File: config.mk
export PLATFORM = sky130hd
export DESIGN_NAME = pwm_duty_sequencer
export DESIGN_NICKNAME = d
export VERILOG_FILES = /design/src/rtl/pwm_pkg.sv /design/src/rtl/pwm_slew_step.sv /design/src/rtl/pwm_duty_sequencer.sv
export SDC_FILE = /design/constraint.sdc
export NUM_CORES = 1
export LEC_CHECK = 0
export ABC_AREA = 1
export BUFFER_PORTS_ARGS = -buffer_cell sky130_fd_sc_hd__buf_2
export CAP_MARGIN = 5
export CORE_AREA = 2 2 79 81
export DETAILED_ROUTE_END_ITERATION = 8
export DIE_AREA = 0 0 81 83
export GPL_TIMING_DRIVEN = 0
export HOLD_SLACK_MARGIN = 0.02
export MAX_ROUTING_LAYER = met4
export PLACE_DENSITY = 0.78
export SYNTH_ARGS = -nofsm -noshare
export SYNTH_HDL_FRONTEND = slang
export SYNTH_SLANG_ARGS = --single-unit
File: constraint.sdc
create_clock -name i_clk -period 5.5 [get_ports i_clk]
set_clock_uncertainty 0.05 [all_clocks]
set_input_delay 0.825 -clock i_clk [delete_from_list [all_inputs] [get_ports i_clk]]
set_output_delay 0.825 -clock i_clk [all_outputs]
set_load 0.01 [all_outputs]
File: src/rtl/pwm_pkg.sv
// Shared PWM definitions: controller state encoding and the duty range used by the PWM core.
// Duty values are unsigned DUTY_WIDTH-bit setpoints.
package pwm_pkg;

  localparam int DUTY_WIDTH = 10;

  typedef logic [DUTY_WIDTH-1:0] duty_t;

  localparam duty_t DUTY_MIN = duty_t'(31);
  localparam duty_t DUTY_MAX = duty_t'(993);

  typedef enum logic [1:0] {
    IDLE      = 2'd0,
    SOFTSTART = 2'd1,
    RUN       = 2'd2,
    FAULT     = 2'd3
  } state_t;

endpackage

File: src/rtl/pwm_slew_step.sv
// Combinational slew limiter: moves current toward target by at most max_step,
// then clamps the result into [DUTY_MIN, DUTY_MAX].
module pwm_slew_step
  import pwm_pkg::*;
(
  input  logic [DUTY_WIDTH-1:0] current,
  input  logic [DUTY_WIDTH-1:0] target,
  input  logic [DUTY_WIDTH-1:0] max_step,
  output logic [DUTY_WIDTH-1:0] next_duty
);

  logic signed [DUTY_WIDTH:0] diff;
  logic        [DUTY_WIDTH:0] mag;
  logic        [DUTY_WIDTH:0] stepped;

  always_comb begin
    diff    = $signed({1'b0, target}) - $signed({1'b0, current});
    mag     = diff[DUTY_WIDTH] ? $unsigned(-diff) : $unsigned(diff);
    stepped = {1'b0, target};
    // In the limited branches the step cannot pass the target, so no wrap is possible.
    if (mag > {1'b0, max_step}) begin
      if (diff[DUTY_WIDTH]) begin
        stepped = {1'b0, current} - {1'b0, max_step};
      end else begin
        stepped = {1'b0, current} + {1'b0, max_step};
      end
    end

    next_duty = stepped[DUTY_WIDTH-1:0];
    if (stepped < {1'b0, DUTY_MIN}) begin
      next_duty = DUTY_MIN;
    end else if (stepped > {1'b0, DUTY_MAX}) begin
      next_duty = DUTY_MAX;
    end
  end

endmodule

File: src/rtl/pwm_duty_sequencer.sv
// Duty command sequencer for the PWM core: clamps commands, soft-starts, slews per carrier period, latches faults.
// All outputs registered (one cycle); o_cmd_ready drops only while in FAULT.
module pwm_duty_sequencer
  import pwm_pkg::*;
#(
  parameter int STEP              = 4,
  parameter int SOFTSTART_PERIODS = 16
) (
  input  logic                  i_clk,
  input  logic                  i_reset,
  input  logic                  i_enable,
  input  logic                  i_period_tick,
  input  logic                  i_cmd_valid,
  output logic                  o_cmd_ready,
  input  logic [DUTY_WIDTH-1:0] i_cmd_duty,
  input  logic                  i_fault,
  input  logic                  i_fault_clear,
  output logic [DUTY_WIDTH-1:0] o_duty,
  output logic                  o_pwm_enable,
  output logic                  o_at_target,
  output logic [1:0]            o_state
);

  localparam int CNT_W = $clog2(SOFTSTART_PERIODS + 1);

  state_t           state, state_nxt;
  duty_t            target, target_nxt;
  duty_t            duty_nxt, slew_duty, max_step, cmd_clamped;
  logic [CNT_W-1:0] cnt, cnt_nxt, cnt_inc;
  logic             accept;

  assign o_cmd_ready = (state != FAULT);
  assign accept      = i_cmd_valid && o_cmd_ready;
  assign o_state     = state;
  assign max_step    = (state == RUN) ? duty_t'(STEP) : duty_t'(1);
  assign cnt_inc     = cnt + CNT_W'(1);

  always_comb begin
    cmd_clamped = i_cmd_duty;
    if (i_cmd_duty < DUTY_MIN) begin
      cmd_clamped = DUTY_MIN;
    end else if (i_cmd_duty > DUTY_MAX) begin
      cmd_clamped = DUTY_MAX;
    end
  end

  pwm_slew_step u_slew (
    .current   (o_duty),
    .target    (target),
    .max_step  (max_step),
    .next_duty (slew_duty)
  );

  always_comb begin
    state_nxt  = state;
    duty_nxt   = o_duty;
    cnt_nxt    = cnt;
    // A completed handshake is never dropped, even when a fault or disable wins the cycle.
    target_nxt = accept ? cmd_clamped : target;

    if (i_fault) begin
      state_nxt = FAULT;
      duty_nxt  = DUTY_MIN;
      cnt_nxt   = '0;
    end else begin
      case (state)
        IDLE: begin
          duty_nxt = DUTY_MIN;
          cnt_nxt  = '0;
          if (i_enable) begin
            state_nxt = SOFTSTART;
          end
        end
        SOFTSTART: begin
          if (!i_enable) begin
            state_nxt = IDLE;
            duty_nxt  = DUTY_MIN;
            cnt_nxt   = '0;
          end else if (i_period_tick) begin
            duty_nxt = slew_duty;
            cnt_nxt  = cnt_inc;
            if (cnt_inc >= CNT_W'(SOFTSTART_PERIODS)) begin
              state_nxt = RUN;
            end
          end
        end
        RUN: begin
          if (!i_enable) begin
            state_nxt = IDLE;
            duty_nxt  = DUTY_MIN;
            cnt_nxt   = '0;
          end else if (i_period_tick) begin
            duty_nxt = slew_duty;
          end
        end
        FAULT: begin
          duty_nxt = DUTY_MIN;
          cnt_nxt  = '0;
          if (i_fault_clear && !i_enable) begin
            state_nxt = IDLE;
          end
        end
        default: begin
          state_nxt = FAULT;
          duty_nxt  = DUTY_MIN;
          cnt_nxt   = '0;
        end
      endcase
    end
  end

  always_ff @(posedge i_clk) begin
    if (i_reset) begin
      state        <= IDLE;
      target       <= DUTY_MIN;
      o_duty       <= DUTY_MIN;
      cnt          <= '0;
      o_pwm_enable <= 1'b0;
      o_at_target  <= 1'b0;
    end else begin
      state        <= state_nxt;
      target       <= target_nxt;
      o_duty       <= duty_nxt;
      cnt          <= cnt_nxt;
      o_pwm_enable <= (state_nxt == SOFTSTART) || (state_nxt == RUN);
      o_at_target  <= (state_nxt == RUN) && (duty_nxt == target_nxt);
    end
  end

endmodule
After elaboration in Yosys (flattened, before gate mapping)
Cells that the tools add are included.
{ "totals": {"reg_bits": 29, "latchBits": 0, "ramBits": 0, "rom_bits": 0, "inputBits": 17, "out_inout_bits": 15, "elab_cells": 61, "n_memories": 0} }
{ "op_classes": {"addsub": 5, "n_mul": 0, "n_div": 0, "n_lt_le_gt_ge": 6, "eq_ne": 9, "shifts": 0, "muxes": 25, "n_bitwise": 0, "n_reduce_logical": 10} }
{ "op_table": {"columns": ["cell", "count"], "rows": [
  ["$mux 10", 8],
  ["$mux 11", 3],
  ["$pmux 10 s2", 1],
  ["$mux 5", 3],
  ["$pmux 5 s3", 1],
  ["$mux 2", 7],
  ["$add 10x3->11", 1],
  ["$gt 11x10->1 const B", 1],
  ["$gt 11x3->1", 1],
  ["$lt 11x5->1 const B", 1],
  ["$neg 11->11", 1],
  ["$sub 10x10->11", 1],
  ["$sub 10x3->11", 1],
  ["$eq 10x10->1", 1],
  ["$gt 10x10->1 const B", 1],
  ["$lt 10x5->1 const B", 1],
  ["$pmux 2 s4", 1],
  ["$eq 2x2->1 const B", 3],
  ["$reduce_or 2->1", 3],
  ["$add 5x1->5 const B", 1],
  ["$ge 5x5->1 const B", 1],
  ["$eq 2x1->1 const B", 2],
  ["$ne 2x2->1 const B", 2],
  ["$logic_and 1x1->1", 3],
  ["other kinds (6)", 6]
]} }

Longest topological paths before layout
{ "depth": {"ltp_word": 14, "ltp_mapped": 39, "depth_no_buf": 37} }

Cells and area by module
A second synthesis with hierarchy kept.
{ "unflattened": {"cells_unflattened": 629, "hier_area_um2": 3809.9} }
{ "by_module_without_submodules": {"columns": ["module", "instances", "cells_per_inst", "area_each_um2", "seq_area_each_um2"], "rows": [
  ["pwm_slew_step", 1, 369, 2165.8, 0.0],
  ["pwm_duty_sequencer", 1, 260, 1644.1, 580.6]
]} }

Least setup slack after synthesis
Ideal clock, no wire load.
{ "synth_path": {"kind": "reg2reg", "startpoint": "register o_duty[3]", "endpoint": "register o_at_target", "setup_ps": 62, "arrival_time_ps": 3841, "required_time_ps": 5388, "slack_ps": 1547, "stages_incl_launch_ff": 37, "path_buffers": 2, "synth_period_minus_slack_ps": 3953, "cell_sequence": "dfxtp_1 inv_1 ha_1 nand2_1 nand2_2 nand2_2 nand2_1 nand2_1 nand2_2 nor2_4 buf_6 nand2_1 xor2_1 inv_1 ha_1 inv_1 nor2_1 o21ai_0 nand2_1 inv_1 nand2_1 nor2_1 nand3_1 nor2_4 nand2_4 buf_6 o21ai_4 nand3_1 nor2_2 o21ai_2 nand2_1 nand2_1 nand3b_1 nand2_1 nor2_1 nand2_1 nor2_2"} }
{ "synth_via": {"elab_chain_cells": 14, "word_cells_on_any_way": 18, "classes_between": "4 x add/sub; 3 x order compare; 1 x eq/ne; 9 x mux; 1 x reduce/logical"} }
{ "synth_rtl": {"columns": ["item", "line", "rtl"], "rows": [
  ["start: declaration", "pwm_duty_sequencer.sv:18", "output logic [DUTY_WIDTH-1:0] o_duty,"],
  ["start signal: assignment", "pwm_duty_sequencer.sv:123", "o_duty <= duty_nxt;"],
  ["$sub 10x10->11", "pwm_slew_step.sv:17", "diff = $signed({1'b0, target}) - $signed({1'b0, current});"],
  ["$neg 11->11", "pwm_slew_step.sv:18", "mag = diff[DUTY_WIDTH] ? $unsigned(-diff) : $unsigned(diff);"],
  ["$mux 11", "pwm_slew_step.sv:18", null],
  ["$gt 11x3->1", "pwm_slew_step.sv:21", "if (mag > {1'b0, max_step}) begin"],
  ["$mux 11", "pwm_slew_step.sv:21", null],
  ["$gt 11x10->1", "pwm_slew_step.sv:32", "end else if (stepped > {1'b0, DUTY_MAX}) begin"],
  ["$mux 10", "pwm_slew_step.sv:32", null],
  ["$mux 10", "pwm_slew_step.sv:30", "if (stepped < {1'b0, DUTY_MIN}) begin"],
  ["$mux 10 *", "pwm_duty_sequencer.sv:79, pwm_duty_sequencer.sv:92", null],
  ["$mux 10 *", "pwm_duty_sequencer.sv:75", "if (!i_enable) begin"],
  ["$pmux 10 s2 *", "pwm_duty_sequencer.sv:66", "case (state)"],
  ["$mux 10 *", "pwm_duty_sequencer.sv:61", "if (i_fault) begin"],
  ["$eq 10x10->1 *", "pwm_duty_sequencer.sv:126", "o_at_target <= (state_nxt == RUN) && (duty_nxt == target_nxt);"],
  ["$logic_and 1x1->1 *", "pwm_duty_sequencer.sv:126", null],
  ["end signal: assignment", "pwm_duty_sequencer.sv:126", null],
  ["end: declaration", "pwm_duty_sequencer.sv:20", "output logic o_at_target,"]
]} }
Mark *: on every way between the ends. The rest lies on a longest branch, timed or not.
A chain may end at the register's enable or synchronous reset.

Final worst setup path
{ "layout_path": {"startpoint": "register o_duty[0]", "endpoint": "register o_at_target"} }
Same word-level chain as after synthesis.

==> flow_summary.ini <==
[cts]
ctsResizeCount = 0
cts-buffers-inserted = 5
htreeDepth = 2
root_buffer = clkbuf_8
clk_latency_ps = 280
hold_buffers = 0
tritoncts = yes
postCtsSetupBuffers = 0
cts.sinks = 29
path_clk_slew_ps = 70
clk_path_buf_depth = 2

[power_and_ir_drop]
p_total_mw = 1.02
leakagePower_nw = 2.06
powerDensity_nw_per_um2 = 274
peakVddDrop_v = 0.000247

[setup_path]
endpoint_kind = register
crit_arrival_ps = 4780
timing.rr.start = o_duty[0]$_SDFF_PP1_
required_ps = 5670
crit_end = o_at_target$_SDFF_PP0_
critPathLaunch = o_duty[0]$_SDFF_PP1_
worst_setup_path_start_kind = register
r2r_setup_slack_ps = 890
crit_path_max_fanout = 10
worstReg2RegEnd = o_at_target$_SDFF_PP0_
reg2regPathDepth = 27
critical_path_class = register to register

[sta]
fin_ws_ps = 886
slew_headroom = 0.630
rsz0062_at_grt = no
finalHoldViolations = 0
maxSlewViolCount = 0
tightest_slew_ps = 550
setup_tns_ps = 0
setup-violations-final = 0
min_period_over_period = 0.839
period_needed_ps = 4610
fmax_ghz = 0.217

[placement]
finalWeightedCongestion = 0.946
dpl.hpwl_um = 6890
portBuffers = 31
place_ws_ps = 875
dpl_cell_area_sq_um = 3630

[global_route]
grt_pass1_vias = 3300
grt_max_degree = 17
grtUsageTotal = 0.268
grt_pass1_wl_um = 14300
antenna_found_initial = 0
grt-ovfl-total = 0

[logic_synthesis]
synth_top_area_frac = 0.180
synth-seq-cells = 29
synth_area_sq_um = 3380
yosysWarnings = 0
syn_inst = 559
postSynthAreaPerCell_sq_um = 6.05
yosysSeqAreaShare = 0.172
synth_cell_types = 40
synthTopCellsByArea = nand2_1 (18%), dfxtp_1 (17%), ha_1 (11%)
syn_nets = 607
netlist.top_cell.by_area = nand2_1

[floorplanning]
io_pins = 32
dieArea_sq_um = 6720
fp.coreArea_sq_um = 5820
initial_core_util = 0.582
die_h_um = 83
row_count = 28
dieWidth_um = 81

[run_status]
status = completed

[route]
initialDrtViolationCount = 178
drt-pass1-iter-count = 5
drc = 0
viasPerCell = 5.27
vias = 3545
drt_wl_total_um = 8300
wl_per_cell_um = 12.3
final_antenna_net_count = 0

[layout]
diodes = 0
fill_cells = 558
final_area_sq_um = 3720
fin_nets = 645
drive_gt1_frac = 0.144
layout-area-overhead-vs-synth_pct = 9.80

[job]
drv_cap = 0

[worst_hold_path]
hp-class = register to register
## final cells by class
class	count	area [sq um]	area share
clock buffers	6	72.6	0.0195
plain buffers	8	63.8	0.0172
inverters	95	357	0.0960
well taps	75	93.8	0.0253
repair buffers	31	155	0.0418
clock inverters	2	10.0	0.00269
flip-flops and latches	29	581	0.156
multi-input cells	427	2380	0.641
## routing by layer
metal / GRT usage / vias to the layer above / part of all wire
met5: - / - / 0
met4: 0.0786 / 0 / 0.021
met3: 0.0304 / 18 / 0.048
met2: 0.454 / 105 / 0.48
met1: 0.333 / 1560 / 0.45
li1: - / 1862 / -
## cells by family (layout without fill, tap and decap cells)
| family | Yosys count | after routing | synth area share |
|---|---|---|---|
| simple gates | 316 | 316 | 0.432 |
| buf+inv | 103 | 142 | 0.124 |
| compound gates | 68 | 68 | 0.122 |
| fa+ha+maj | 31 | 31 | 0.119 |
| flops | 29 | 29 | 0.172 |
| xor+xnor | 12 | 12 | 0.0311 |
## flip-flops by register name (all words and copies together) (netlist names)
register      count
target           10
o_duty           10
cnt               5
o_pwm_enable      1
o_at_target       1
o_state           2
## cell usage in the layout (no fill, tap or decap), types with 2 or more instances in the layout
cell type / instances
nand3_2: 4
clkinv_2: 2
o21bai_1: 2
clkbuf_1: 4
xor2_1: 10
buf_2: 31
nand3_1: 61
nand2_2: 14
xnor2_1: 2
nor2_2: 4
a21oi_1: 28
nor2_1: 41
fa_1: 2
buf_6: 4
a21oi_2: 4
ha_1: 29
nand2_4: 2
or2_2: 2
inv_2: 4
inv_1: 90
a31oi_1: 2
nand3_4: 2
nand4_1: 9
o211ai_1: 4
nand3b_1: 7
nor2_4: 3
clkbuf_8: 5
dfxtp_1: 29
a21o_1: 2
nor3_1: 4
nand2_1: 162
o21ai_0: 18
## critical path, stage by stage (launching register included)
cell and delay (ps):
dfxtp_1 400, ha_1 170, inv_1 90, fa_1 440
nand2_1 130, nand3_2 80, nand2_1 130, nand2_2 120
nand2_1 110, inv_1 60, fa_1 420, o21ai_0 450
nand2_1 100, o211ai_1 150, a21o_1 150, a21oi_1 80
or2_2 310, nand3_4 140, nand3_1 110, nor2_2 170
o21ai_2 100, nand2_1 80, nand2_1 90, nand3b_1 100
nand2_1 50, nor2_1 120, nand2_1 70, nor2_2 80
## where the power goes
| part | switching, mW | internal (mW) |
|---|---|---|
| combinational | 0.398 | 0.222 |
| clock | 0.0798 | 0.0874 |
| sequential | 0.0108 | 0.219 |
| total | 0.489 | 0.528 |
## stage by stage
stage	utilization	cells	hold WS [ps]
floorplan	-	559	395
global placement	0.625	665	403
detailed placement	0.625	665	411
CTS	0.639	673	422
global route	0.639	673	463
finish	0.639	673	419
## cells in the mapped netlist
cell type,count
dfxtp_1,29
o21ai_1,1
a21oi_1,28
a21oi_2,4
inv_1,90
buf_4,1
nor2_2,4
o21bai_1,2
and2_4,1
o21ai_2,1
nand3_4,2
o22ai_1,1
clkbuf_1,3
or2_2,2
buf_6,4
a21oi_4,1
o21ai_4,1
nor2_1,41
a31oi_1,2
a21o_1,2
nor2_4,3
nand3_1,61
nand2_1,162
inv_2,4
ha_1,29
a211oi_1,1
a22oi_1,1
clkinv_1,1
nand4_1,9
nand3_2,4
nor3_1,4
nand2_4,2
xnor2_1,2
nand3b_1,7
fa_1,2
nand2_2,14
o2111ai_1,1
xor2_1,10
o21ai_0,18
o211ai_1,4
## worst min-delay path by stage
stage	from	to	slack [ps]	cells after the start
2_1_floorplan	cnt[3]$_SDFFE_PP0P_	cnt[3]$_SDFFE_PP0P_	400	2
3_3_place_gp	cnt[3]$_SDFFE_PP0P_	cnt[3]$_SDFFE_PP0P_	400	2
3_5_place_dp	cnt[3]$_SDFFE_PP0P_	cnt[3]$_SDFFE_PP0P_	410	2
4_1_cts	cnt[3]$_SDFFE_PP0P_	cnt[3]$_SDFFE_PP0P_	420	2
5_1_grt	cnt[2]$_SDFFE_PP0P_	cnt[2]$_SDFFE_PP0P_	460	2
6_report	cnt[3]$_SDFFE_PP0P_	cnt[3]$_SDFFE_PP0P_	420	2
Power figures use the tool's default switching activity.
